===== config.mk =====
export PLATFORM = sky130hd
export DESIGN_NAME = lif_seq_ctrl
export DESIGN_NICKNAME = d
export VERILOG_FILES = /design/src/rtl/lif_pkg.sv /design/src/rtl/lif_dly.sv /design/src/rtl/lif_seq_ctrl.sv
export SDC_FILE = /design/constraint.sdc
export NUM_CORES = 1
export LEC_CHECK = 0
export ABC_AREA = 1
export CORE_ASPECT_RATIO = 1.25
export CORE_UTILIZATION = 35
export CTS_BUF_LIST = sky130_fd_sc_hd__clkbuf_4 sky130_fd_sc_hd__clkbuf_8
export CTS_CLUSTER_DIAMETER = 150
export CTS_CLUSTER_SIZE = 14
export DETAILED_ROUTE_END_ITERATION = 7
export GPL_ROUTABILITY_DRIVEN = 0
export PLACE_DENSITY_LB_ADDON = 0.3
export SYNTH_ARGS = -nofsm -noshare
export SYNTH_HDL_FRONTEND = slang
export SYNTH_SLANG_ARGS = --single-unit

===== constraint.sdc =====
create_clock -name clk -period 3.68 [get_ports clk]
set_clock_uncertainty 0.2 [all_clocks]
set_input_delay 0.368 -clock clk [delete_from_list [all_inputs] [get_ports clk]]
set_output_delay 0.368 -clock clk [all_outputs]
set_load 0.005 [all_outputs]

===== src/rtl/lif_pkg.sv =====
// Shared definitions for the LIF layer timestep sequencer and its index counter.
package lif_pkg;

    // Index width shared with the layer counter; N_IN/N_OUT must fit below 2**IDX_W.
    localparam int IDX_W     = 6;
    localparam int N_IN_DEF  = 30;
    localparam int N_OUT_DEF = 30;
    localparam int MAX_LAT   = 7;

    // Sequencer states, 3-bit encoding.
    typedef enum logic [2:0] {
        IDLE  = 3'd0,
        CLR   = 3'd1,
        ACC   = 3'd2,
        DRAIN = 3'd3,
        UPD   = 3'd4,
        NEXT  = 3'd5,
        DONE  = 3'd6
    } lif_state_e;

    // State-decoded strobes, registered together with the state.
    typedef struct packed {
        logic clr_all;
        logic acc_init;
        logic next_out;
        logic mem_rd_en;
        logic acc_clr;
        logic vmem_upd;
        logic busy;
        logic done;
    } lif_strb_t;

    // Strobe pattern shown while sitting in state s.
    function automatic lif_strb_t lif_decode(lif_state_e s);
        lif_strb_t o;
        o      = '0;
        o.busy = (s != IDLE);
        case (s)
            CLR: begin
                o.clr_all = 1'b1;
                o.acc_clr = 1'b1;
            end
            ACC:  o.mem_rd_en = 1'b1;
            UPD:  o.vmem_upd  = 1'b1;
            NEXT: begin
                o.next_out = 1'b1;
                o.acc_init = 1'b1;
                o.acc_clr  = 1'b1;
            end
            DONE: o.done = 1'b1;
            default: ;
        endcase
        return o;
    endfunction

endpackage


===== src/rtl/lif_dly.sv =====
// 1-bit delay line with async reset and synchronous flush; DEPTH=0 is a wire.
module lif_dly #(
    parameter int DEPTH = 1
) (
    input  logic clk,
    input  logic rst,
    input  logic flush,
    input  logic d,
    output logic q
);

    generate
        if (DEPTH == 0) begin : g_wire
            // Clock, reset and flush have no effect without storage.
            logic unused_in;
            assign unused_in = clk ^ rst ^ flush;
            assign q = d;
        end else begin : g_sr
            logic [DEPTH-1:0] sr;

            // Shift d in at bit 0; a flush empties every stage in flight.
            always_ff @(posedge clk or posedge rst) begin
                if (rst)        sr <= '0;
                else if (flush) sr <= '0;
                else            sr <= (sr << 1) | DEPTH'(d);
            end

            assign q = sr[DEPTH-1];
        end
    endgenerate

endmodule


===== src/rtl/lif_seq_ctrl.sv =====
// Timestep sequencer for one LIF layer: walks the index counter over
// N_OUT x N_IN, issues memory reads, aligned accumulate strobes and one
// membrane update per output neuron, then pulses done.
module lif_seq_ctrl
    import lif_pkg::*;
#(
    parameter int N_OUT   = N_OUT_DEF,
    parameter int N_IN    = N_IN_DEF,
    parameter int MEM_LAT = 1
) (
    input  logic clk,
    input  logic rst,
    input  logic start,
    input  logic abort,
    input  logic ini_last,
    input  logic out_last,
    output logic clr_all,
    output logic acc_init,
    output logic acc_step,
    output logic next_out,
    output logic mem_rd_en,
    output logic acc_clr,
    output logic acc_en,
    output logic vmem_upd,
    output logic busy,
    output logic done
);

    // Loop lengths come from the counter flags; the sizes only need range checks.
    generate
        if (N_OUT < 1 || N_OUT >= (1 << IDX_W) ||
            N_IN  < 1 || N_IN  >= (1 << IDX_W) ||
            MEM_LAT < 0 || MEM_LAT > MAX_LAT) begin : g_param_err
            $error("lif_seq_ctrl: N_OUT/N_IN must be 1..63 and MEM_LAT 0..7");
        end
    endgenerate

    lif_state_e state, nxt;
    lif_strb_t  strb;
    logic [2:0] drain_cnt;
    logic       dly_q;

    // Next-state selection; abort overrides everything but rst.
    always_comb begin
        nxt = state;
        if (abort) begin
            nxt = IDLE;
        end else begin
            case (state)
                IDLE:  if (start) nxt = CLR;
                CLR:   nxt = ACC;
                ACC:   if (ini_last) nxt = (MEM_LAT > 0) ? DRAIN : UPD;
                DRAIN: if (drain_cnt == 3'(MEM_LAT - 1)) nxt = UPD;
                UPD:   nxt = out_last ? DONE : NEXT;
                NEXT:  nxt = ACC;
                DONE:  nxt = IDLE;
                default: nxt = IDLE;
            endcase
        end
    end

    // State, drain counter and strobes register together so outputs are Moore.
    always_ff @(posedge clk or posedge rst) begin
        if (rst) begin
            state     <= IDLE;
            strb      <= '0;
            drain_cnt <= '0;
        end else begin
            state     <= nxt;
            strb      <= lif_decode(nxt);
            drain_cnt <= (state == DRAIN && nxt == DRAIN) ? drain_cnt + 3'd1 : 3'd0;
        end
    end

    // An aborting cycle issues no strobe; busy still reflects the held state.
    assign clr_all   = strb.clr_all   & ~abort;
    assign acc_init  = strb.acc_init  & ~abort;
    assign next_out  = strb.next_out  & ~abort;
    assign mem_rd_en = strb.mem_rd_en & ~abort;
    assign acc_clr   = strb.acc_clr   & ~abort;
    assign vmem_upd  = strb.vmem_upd  & ~abort;
    assign done      = strb.done      & ~abort;
    assign busy      = strb.busy;

    // The input index parks on N_IN-1 after the last read of a neuron.
    assign acc_step  = strb.mem_rd_en & ~ini_last & ~abort;

    // acc_en follows mem_rd_en by the memory latency; abort drops reads in flight.
    lif_dly #(.DEPTH(MEM_LAT)) u_dly (
        .clk   (clk),
        .rst   (rst),
        .flush (abort),
        .d     (mem_rd_en),
        .q     (dly_q)
    );

    assign acc_en = dly_q & ~abort;

endmodule

==> results of run 1 <==
==> metrics by stage <==
step / instances / hold slack, ns / total power [mW] / cell area (sq um)
after CTS: 120 / 0.225 / 0.338 / 898
after global placement: 116 / 0.246 / 0.230 / 862
after global routing: 120 / 0.270 / 0.359 / 898
after floorplan: 84 / 0.0572 / 0.208 / 701
final: 120 / 0.207 / 0.334 / 898
after detailed placement: 116 / 0.263 / 0.230 / 862
==> placed cells by master (no fill, tap or decap) <==
cell,count
a21oi_4,1
clkbuf_4,3
clkbuf_8,1
clkdlybuf4s50_1,15
dfrtp_1,14
ha_1,2
inv_1,20
inv_2,1
nand2_1,11
nand2_2,5
nand3_1,3
nand3_2,2
nand4_2,1
nor2_1,18
nor2_4,1
nor3_1,1
o21ai_0,1
xnor2_1,1
==> worst max-delay path, stage by stage <==
cell,delay (ns)
clkdlybuf4s50_1,0.60
nor3_1,0.25
clkdlybuf4s50_1,0.52
==> synth_stat cells <==
| cell | n | area [sq um] |
|---|---|---|
| nand2_1 | 11 | 41.3 |
| buf_2 | 1 | 5.00 |
| nand2_2 | 5 | 31.3 |
| o21ai_0 | 1 | 5.00 |
| nor3_1 | 1 | 5.00 |
| ha_1 | 2 | 25.0 |
| nor2_1 | 18 | 67.6 |
| nand4_2 | 1 | 12.5 |
| buf_4 | 1 | 7.51 |
| nor2_4 | 1 | 11.3 |
| xnor2_1 | 1 | 8.76 |
| inv_1 | 20 | 75.1 |
| nand3_1 | 3 | 15.0 |
| a21oi_4 | 1 | 16.3 |
| dfrtp_1 | 14 | 350 |
| inv_2 | 1 | 3.75 |
| nand3_2 | 2 | 20.0 |
==> how the worst max path moves through the flow <==
| stage | slack [ns] | from | cells past startpoint | end |
|---|---|---|---|---|
| 2_1_floorplan | 2.29 | abort | 3 | next_out |
| 3_5_place_dp | 1.36 | abort | 3 | acc_step |
| 3_3_place_gp | 1.37 | abort | 3 | acc_step |
| 4_1_cts | 1.36 | abort | 3 | acc_step |
| 6_report | 1.38 | abort | 3 | acc_step |
| 5_1_grt | 1.28 | abort | 3 | acc_step |
==> sequential cells by signal, summed over array words and instances (netlist names) <==
name	flops
busy	1
drain_cnt	3
state	3
strb	6
u_dly.q	1
==> layout make-up <==
cell class              instances  area (sq um)  share of cell area
clock buffers                   4          36.3              0.0404
inverters                      21          78.8              0.0877
multi-input cells              47           259               0.288
flip-flops and latches         14           350               0.390
well taps                      19          23.8              0.0265
repair buffers                 15           150               0.167
==> cell families (layout without fill, tap and decap cells) <==
family,count (synthesis),after routing
flip-flops,14,14
XOR/XNOR,1,1
buffers and inverters,23,40
adder cells (fa/ha/maj),2,2
AO/OA/AOI/OAI,2,2
AND/OR/NAND/NOR,42,42
==> power by group through the flow <==
stage                     clock network (mW)  logic (mW)  registers, mW
after floorplan                            0      0.0368          0.171
after global placement                     0      0.0586          0.172
after detailed placement                   0      0.0588          0.172
after CTS                              0.111      0.0592          0.169
after global routing                   0.123      0.0654          0.170
final                                  0.108      0.0577          0.168
==> layer usage <==
| layer | GRT usage | routed length (microns) | share of wire |
|---|---|---|---|
| met5 | 0 | 0 | 0 |
| met4 | 0.0938 | 21 | 0.020 |
| met3 | 0.0347 | 46 | 0.044 |
| met2 | 0.177 | 483 | 0.46 |
| met1 | 0.138 | 503 | 0.48 |
==> impl_metrics.env, run 1 <==
export IMPL_via_per_inst=4.28
export IMPL_clockBufferDepth=2
export IMPL_postRouteAntennaNets=0
export IMPL_final_util=0.491
export IMPL_irDropWorstVdd_uv=289
export IMPL_synth_area_per_cell_sq_um=8.34
export IMPL_numCtsBuffers=3
export IMPL_synth_adder_area_share=0.0357
export IMPL_dieArea_sq_um=2190
export IMPL_syn_to_final_growth_pct=28.2
export IMPL_setup_tns_ns=0
export IMPL_drv_cap=0
export IMPL_dpl_hpwl_microns=846
export IMPL_netlist_area_sq_um=701
export IMPL_io_pins=16
export IMPL_hold_buffers=0
export IMPL_start_util=0.383
export IMPL_drc=0
export IMPL_p_int_mw=0.250
export IMPL_yosys_warnings=0
export IMPL_syn_inst=84
export IMPL_grt_start_max_net_pins=15
export IMPL_port_buffers=15
export IMPL_power_leakage_nw=0.470
export IMPL_fillers=180
export IMPL_min_period_ns=2.30
export IMPL_grt_pass1_vias=487
export IMPL_yosysSeqAreaShare=0.500
export IMPL_reg2reg_depth=8
export IMPL_cp_arrival_ns=1.73
export IMPL_end_kind="output port"
export IMPL_fin_crit_sh=0.625
export IMPL_synth_top_family_by_area="simple AND/OR/NAND/NOR gates"
export IMPL_nets=110
export IMPL_clock_latency_ns=0.28
export IMPL_row_count=17
export IMPL_ctsResizeCount=0
export IMPL_cts_htree_levels=1
export IMPL_startpoint_type="primary input"
export IMPL_synth_xor_area_frac=0.0125
export IMPL_synth_mux_area_frac=0
export IMPL_place_ws_ns=1.36
export IMPL_coreArea_sq_um=1830
export IMPL_synth_nets=92
export IMPL_wirelength_microns=1050
export IMPL_worstPathMaxFanout=10
export IMPL_crit_required_ns=3.11
export IMPL_ff2ff_setup_slack_ns=2.19
export IMPL_reg2reg_to="strb[4]"
export IMPL_grt_pass1_wl_microns=1880
export IMPL_power_density_nw_per_um2=372
export IMPL_maxSlewHeadroom=0.667
export IMPL_globalRouteOverflowTotal=0
export IMPL_dr_pass1_iters=3
export IMPL_wl_per_cell_microns=8.78
export IMPL_hp_class="in -> async"
export IMPL_drt_iter0_drc=1
export IMPL_ys_types=17
export IMPL_cts_tree="done"
export IMPL_slew_violations=0
export IMPL_tightest_slew_ns=0.499
export IMPL_clockPowerShare=0.322
export IMPL_antenna_found_initial=0
export IMPL_rsz0062_at_grt="no"
export IMPL_cts_setup_buffers=0
export IMPL_fp_dieW_microns=42.0
export IMPL_grtUsageTotal=0.117
export IMPL_synthSimpleGateAreaFrac=0.291
export IMPL_p_comb_frac=0.173
export IMPL_fmax_mhz=435
export IMPL_status="complete, no violations"
export IMPL_p_seq_frac=0.505
export IMPL_yosys_register_bits=14
export IMPL_path_clk_slew_ns=0.08
export IMPL_root_buffer="clkbuf_4"
export IMPL_setup_viol=0
export IMPL_hold_viol=0
export IMPL_vias=513
export IMPL_dieHeight_microns=52.0
export IMPL_swShare=0.251
export IMPL_reg2reg_from="drain_cnt[0]"
export IMPL_final_layout_size_suffix_gt1_frac=0.149
export IMPL_antenna_cells=0
export IMPL_setup_ws_ns=1.38
export IMPL_p_sw_mw=0.0839
export IMPL_synth_compound_area_frac=0.0304
export IMPL_cts_sinks=14
export IMPL_path_class="in -> out"
Power figures use the tool's default switching activity.
==> inputs of run 2 (changes only) <==
==> constraint.sdc (replaced) <==
create_clock -name clk -period 1.85 [get_ports clk]
set_clock_uncertainty 0.2 [all_clocks]
set_input_delay 0.185 -clock clk [delete_from_list [all_inputs] [get_ports clk]]
set_output_delay 0.185 -clock clk [all_outputs]
set_load 0.005 [all_outputs]
==> run 2 against run 1 <==
  * Core utilization grew 0.34 points
  * Register-to-register slack got worse by 1.8 ns
  * Wire length increased by 14%
  * Clock power increased by 100%
  * Die area is the same
  * Setup slack worse by 1.2 ns
  * Critical endpoint unchanged
  * Sequential power grew 100%
  * Global-route usage up 2.1 points
  * Combinational power up 100%
  * Critical path type unchanged
  * Count of clock-buffer cells in the layout is the same
==> impl_metrics.env, run 2 (synthesis results as in run 1) <==
export IMPL_rsz0062_at_grt="no"
export IMPL_final_layout_size_suffix_gt1_frac=0.157
export IMPL_maxSlewHeadroom=0.655
export IMPL_end_kind="output port"
export IMPL_reg2reg_to="strb[4]"
export IMPL_io_pins=16
export IMPL_cts_htree_levels=1
export IMPL_layout_commonest_cell="inv_1"
export IMPL_fmax_mhz=583
export IMPL_globalRouteOverflowTotal=0
export IMPL_setup_viol=0
export IMPL_min_period_ns=1.72
export IMPL_crit_required_ns=1.46
export IMPL_hold_viol=0
export IMPL_reg2reg_depth=8
export IMPL_hp_class="in -> async"
export IMPL_wl_per_cell_microns=9.89
export IMPL_startpoint_type="primary input"
export IMPL_power_leakage_nw=0.476
export IMPL_power_density_nw_per_um2=744
export IMPL_largest_reg_flops=6
export IMPL_syn_to_final_growth_pct=29.1
export IMPL_wirelength_microns=1200
export IMPL_reg2reg_from="drain_cnt[0]"
export IMPL_irDropWorstVdd_uv=428
export IMPL_setup_tns_ns=0
export IMPL_grt_pass1_wl_microns=2240
export IMPL_setup_ws_ns=0.134
export IMPL_drv_cap=0
export IMPL_antenna_found_initial=0
export IMPL_cpMaxStageDelayCell="clkdlybuf4s50_1"
export IMPL_cts_sinks=14
export IMPL_regMostFlops="strb"
export IMPL_layout_common_cells="20 x inv_1, 18 x nor2_1, 14 x dfrtp_1, 14 x clkdlybuf4s50_1, 11 x nand2_1"
export IMPL_slowest_delay_ns=0.53
export IMPL_port_buffers=15
export IMPL_coreArea_sq_um=1830
export IMPL_fin_crit_sh=0.928
export IMPL_grtUsageTotal=0.138
export IMPL_numCtsBuffers=3
export IMPL_grt_pass1_vias=553
export IMPL_postRouteAntennaNets=0
export IMPL_start_util=0.383
export IMPL_fp_dieW_microns=42.0
export IMPL_cp_arrival_ns=1.33
export IMPL_dieArea_sq_um=2190
export IMPL_grt_start_max_net_pins=15
export IMPL_tightest_slew_ns=0.516
export IMPL_via_per_inst=4.37
export IMPL_dr_pass1_iters=4
export IMPL_cts_setup_buffers=0
export IMPL_drc=0
export IMPL_status="complete, no violations"
export IMPL_worstPathCellList="clkdlybuf4s50_1 > nor3_1 > clkdlybuf4s50_1"
export IMPL_drt_iter0_drc=17
export IMPL_vias=529
export IMPL_crit_top_cell="clkdlybuf4s50_1"
export IMPL_slew_violations=0
export IMPL_clock_latency_ns=0.28
export IMPL_worstPathMaxFanout=2
export IMPL_path_class="in -> out"
export IMPL_row_count=17
export IMPL_nets=111
export IMPL_ff2ff_setup_slack_ns=0.35
export IMPL_dieHeight_microns=52.0
export IMPL_clockBufferDepth=2
export IMPL_top_regs="strb x6, drain_cnt x3, state x3"
export IMPL_finalNonFillerCells=121
export IMPL_root_buffer="clkbuf_4"
export IMPL_dp_cells=117
export IMPL_place_ws_ns=-0.0478
export IMPL_dpl_hpwl_microns=945
export IMPL_antenna_cells=0
export IMPL_cts_tree="done"
export IMPL_path_clk_slew_ns=0.08
run 2: changes by cell type in the layout (fill, tap and decap cells not counted), sizes merged:
cell,before,now
clkdlybuf4s50,15,14
buf,0,1
dlygate4sd2,0,1
run 2: cell type report:
| class | count | area [sq um] |
|---|---|---|
| Clock buffer | 4 | 36.3 |
| Fill cell | 184 | 925 |
| Inverter | 21 | 78.8 |
| Multi-Input combinational cell | 47 | 259 |
| Sequential cell | 14 | 350 |
| Tap cell | 19 | 23.8 |
| Timing Repair Buffer | 16 | 156 |
run 2: per-layer routing:
metal  vias up  share of wire  track usage
met5         -              0            0
met4         0          0.019       0.0990
met3         4          0.026       0.0208
met2         9           0.49        0.219
met1       238           0.47        0.172
li1        278              -            -
run 2: what timing repair did:
item | in CTS | in global routing
endpoints found under the setup margin | 3 | 0
gates resized for setup | 1 | 0
hold buffers | 0 | 0
run 2: where the power goes:
| part | total, mW | switching [mW] | internal, mW |
|---|---|---|---|
| registers | 0.336 | 0.0110 | 0.325 |
| logic | 0.117 | 0.0647 | 0.0527 |
| clock network | 0.219 | 0.0995 | 0.120 |
| total | 0.673 | 0.175 | 0.498 |
run 2: worst max-delay path: cells and delay by family:
family | cells | cell delay [ns]
simple gates | 1 | 0.20
buf+inv | 2 | 0.95
run 2: worst max path at each step:
stage / start / endpoint / slack (ns) / depth (start not counted)
after CTS: ini_last / acc_step / 0.12 / 3
after floorplan: drain_cnt[0] / strb[0] / 0.47 / 8
after global routing: strb[4] / acc_step / 0.04 / 3
after global placement: abort / acc_step / -0.007 / 3
final: ini_last / acc_step / 0.13 / 3
after detailed placement: abort / acc_step / -0.05 / 3
run 2: stage by stage:
stage / power (mW) / utilization / hold WS (ns) / area (sq um)
final: 0.673 / 0.495 / 0.0349 / 905
after global routing: 0.719 / 0.495 / 0.0721 / 905
after CTS: 0.680 / 0.495 / 0.0518 / 905
after detailed placement: 0.462 / 0.475 / 0.264 / 870
after global placement: 0.459 / 0.475 / 0.248 / 870
after floorplan: 0.413 / - / -0.126 / 701
==> inputs of run 3 (changes only) <==
--- a/config.mk
+++ b/config.mk
@@ -13,7 +13,6 @@
 export CTS_CLUSTER_SIZE = 14
 export DETAILED_ROUTE_END_ITERATION = 7
 export GPL_ROUTABILITY_DRIVEN = 0
-export PLACE_DENSITY_LB_ADDON = 0.3
 export SYNTH_ARGS = -nofsm -noshare
 export SYNTH_HDL_FRONTEND = slang
 export SYNTH_SLANG_ARGS = --single-unit
==> run 3 against run 2 <==
  * Global-route usage increased by 0.39 points
  * Setup slack gained 0.013 ns
  * Fmax increased by 0.76%
  * Die area unchanged
  * Non-clock buffer count stayed put
  * Wire length rose by 1.6%
  * Flip-flop and latch count unchanged
  * Total power down 6.5%
==> impl_metrics.env, run 3 (synthesis results as in run 1) <==
export IMPL_fp_dieW_microns=42.0
export IMPL_worstPathMaxFanout=2
export IMPL_nets=111
export IMPL_regMostFlops="strb"
export IMPL_irDropWorstVdd_uv=370
export IMPL_holdWs_ns=0.0219
export IMPL_path_class="reg -> out"
export IMPL_row_count=17
export IMPL_power_density_nw_per_um2=706
export IMPL_final_util=0.487
export IMPL_ff2ff_setup_slack_ns=0.32
export IMPL_cts_sinks=14
export IMPL_end_kind="output port"
export IMPL_fmax_mhz=587
export IMPL_final_layout_size_suffix_gt1_frac=0.149
export IMPL_startpoint_type="flip-flop"
export IMPL_postRouteAntennaNets=0
export IMPL_drt_iter0_drc=2
export IMPL_io_pins=16
export IMPL_cts_tree="done"
export IMPL_dieArea_sq_um=2190
export IMPL_grtUsageTotal=0.142
export IMPL_crit_buf_inv=2
export IMPL_crit_required_ns=1.46
export IMPL_dr_pass1_iters=4
export IMPL_globalRouteOverflowTotal=0
export IMPL_maxSlewHeadroom=0.655
export IMPL_coreArea_sq_um=1830
export IMPL_drc=0
export IMPL_antenna_found_initial=0
export IMPL_fin_crit_sh=0.921
export IMPL_layout_commonest_cell="inv_1"
export IMPL_via_per_inst=4.58
export IMPL_syn_to_final_growth_pct=27.1
export IMPL_start_util=0.383
export IMPL_grt_pass1_wl_microns=2220
export IMPL_antenna_cells=0
export IMPL_slew_violations=0
export IMPL_rsz0062_at_grt="no"
export IMPL_top_regs="strb x6, drain_cnt x3, state x3"
export IMPL_power_leakage_nw=0.469
export IMPL_clock_latency_ns=0.29
export IMPL_drv_cap=0
export IMPL_numCtsBuffers=3
export IMPL_hp_class="in -> async"
export IMPL_cpMaxStageDelayCell="clkdlybuf4s50_1"
export IMPL_dieHeight_microns=52.0
export IMPL_cts_setup_buffers=0
export IMPL_vias=549
export IMPL_slowest_delay_ns=0.53
export IMPL_cp_arrival_ns=1.32
export IMPL_path_clk_slew_ns=0.08
export IMPL_fillers=187
export IMPL_grt_start_max_net_pins=15
export IMPL_dpl_hpwl_microns=949
export IMPL_worstPathCellList="inv_1 > nor2_1 > clkdlybuf4s50_1"
export IMPL_wirelength_microns=1220
export IMPL_hold_viol=0
export IMPL_layout_common_cells="20 x inv_1, 18 x nor2_1, 14 x dfrtp_1, 14 x clkdlybuf4s50_1, 11 x nand2_1"
export IMPL_largest_reg_flops=6
export IMPL_port_buffers=15
export IMPL_cts_htree_levels=1
export IMPL_root_buffer="clkbuf_4"
export IMPL_setup_viol=0
export IMPL_status="complete, no violations"
export IMPL_grt_pass1_vias=549
export IMPL_wl_per_cell_microns=10.1
export IMPL_tightest_slew_ns=0.516
export IMPL_min_period_ns=1.70
export IMPL_cpLargestDelayFamily="buffers and inverters"
export IMPL_clockBufferDepth=2
==> run 3: cell types whose count changed in the layout (fill, tap and decap cells not counted), sizes merged <==
cell	change
clkbuf	-1
==> run 3: cell type report <==
cell class	instances	area, sq um	area share
inverters	21	78.8	0.0885
well taps	19	23.8	0.0267
clock buffers	3	22.5	0.0253
multi-input cells	47	259	0.291
repair buffers	16	156	0.176
flip-flops and latches	14	350	0.393
==> run 3: worst paths after layout <==
check                        startpoint      endpoint  cells after the start
setup / recovery                strb[4]     mem_rd_en                      3
hold / removal                      rst       strb[2]                      2
setup reg to reg           drain_cnt[0]       strb[4]                      8
hold reg to reg            drain_cnt[0]  drain_cnt[0]                      1
max in group asynchronous           rst  drain_cnt[2]                      2
min in group clk                  abort       u_dly.q                      2
==> run 3: metrics by stage <==
step	power, mW	std cells	worst slack, ns	setup TNS, ns	cell area [sq um]
floorplan	0.413	84	0.475	0	701
global placement	0.460	117	0.00441	0	870
detailed placement	0.462	117	-0.00299	-0.00465	870
CTS	0.637	120	0.124	0	891
global route	0.665	120	0.0322	0	891
finish	0.629	120	0.147	0	891
==> run 3: timing repair <==
item / CTS / global route
endpoints found under the setup margin: 2 / 0
hold buffers: 0 / 0
gates resized for setup: 1 / 0
==> run 3: report_power, final <==
part	leakage, nW	internal (mW)	total (mW)	switching (mW)
registers	0.191	0.325	0.336	0.0106
clock network	0.0138	0.0758	0.176	0.101
logic	0.265	0.0527	0.117	0.0640
==> run 3: worst reg2reg max path, cell delays in order (launching register included) <==
cell	delay, ns
dfrtp_1	0.40
inv_1	0.07
ha_1	0.16
nand2_1	0.10
nand2_2	0.14
nand3_2	0.12
nand2_2	0.11
nand2_1	0.07
nor2_1	0.10
==> run 3: per-layer routing <==
metal / global-route usage / wire (microns) / part of all wire / vias to the layer above
met2: 0.232 / 637 / 0.52 / 12
met1: 0.162 / 476 / 0.39 / 256
met3: 0.0208 / 51 / 0.042 / 5
met4: 0.125 / 51 / 0.042 / 0
met5: 0 / 0 / 0 / -
li1: - / - / - / 276
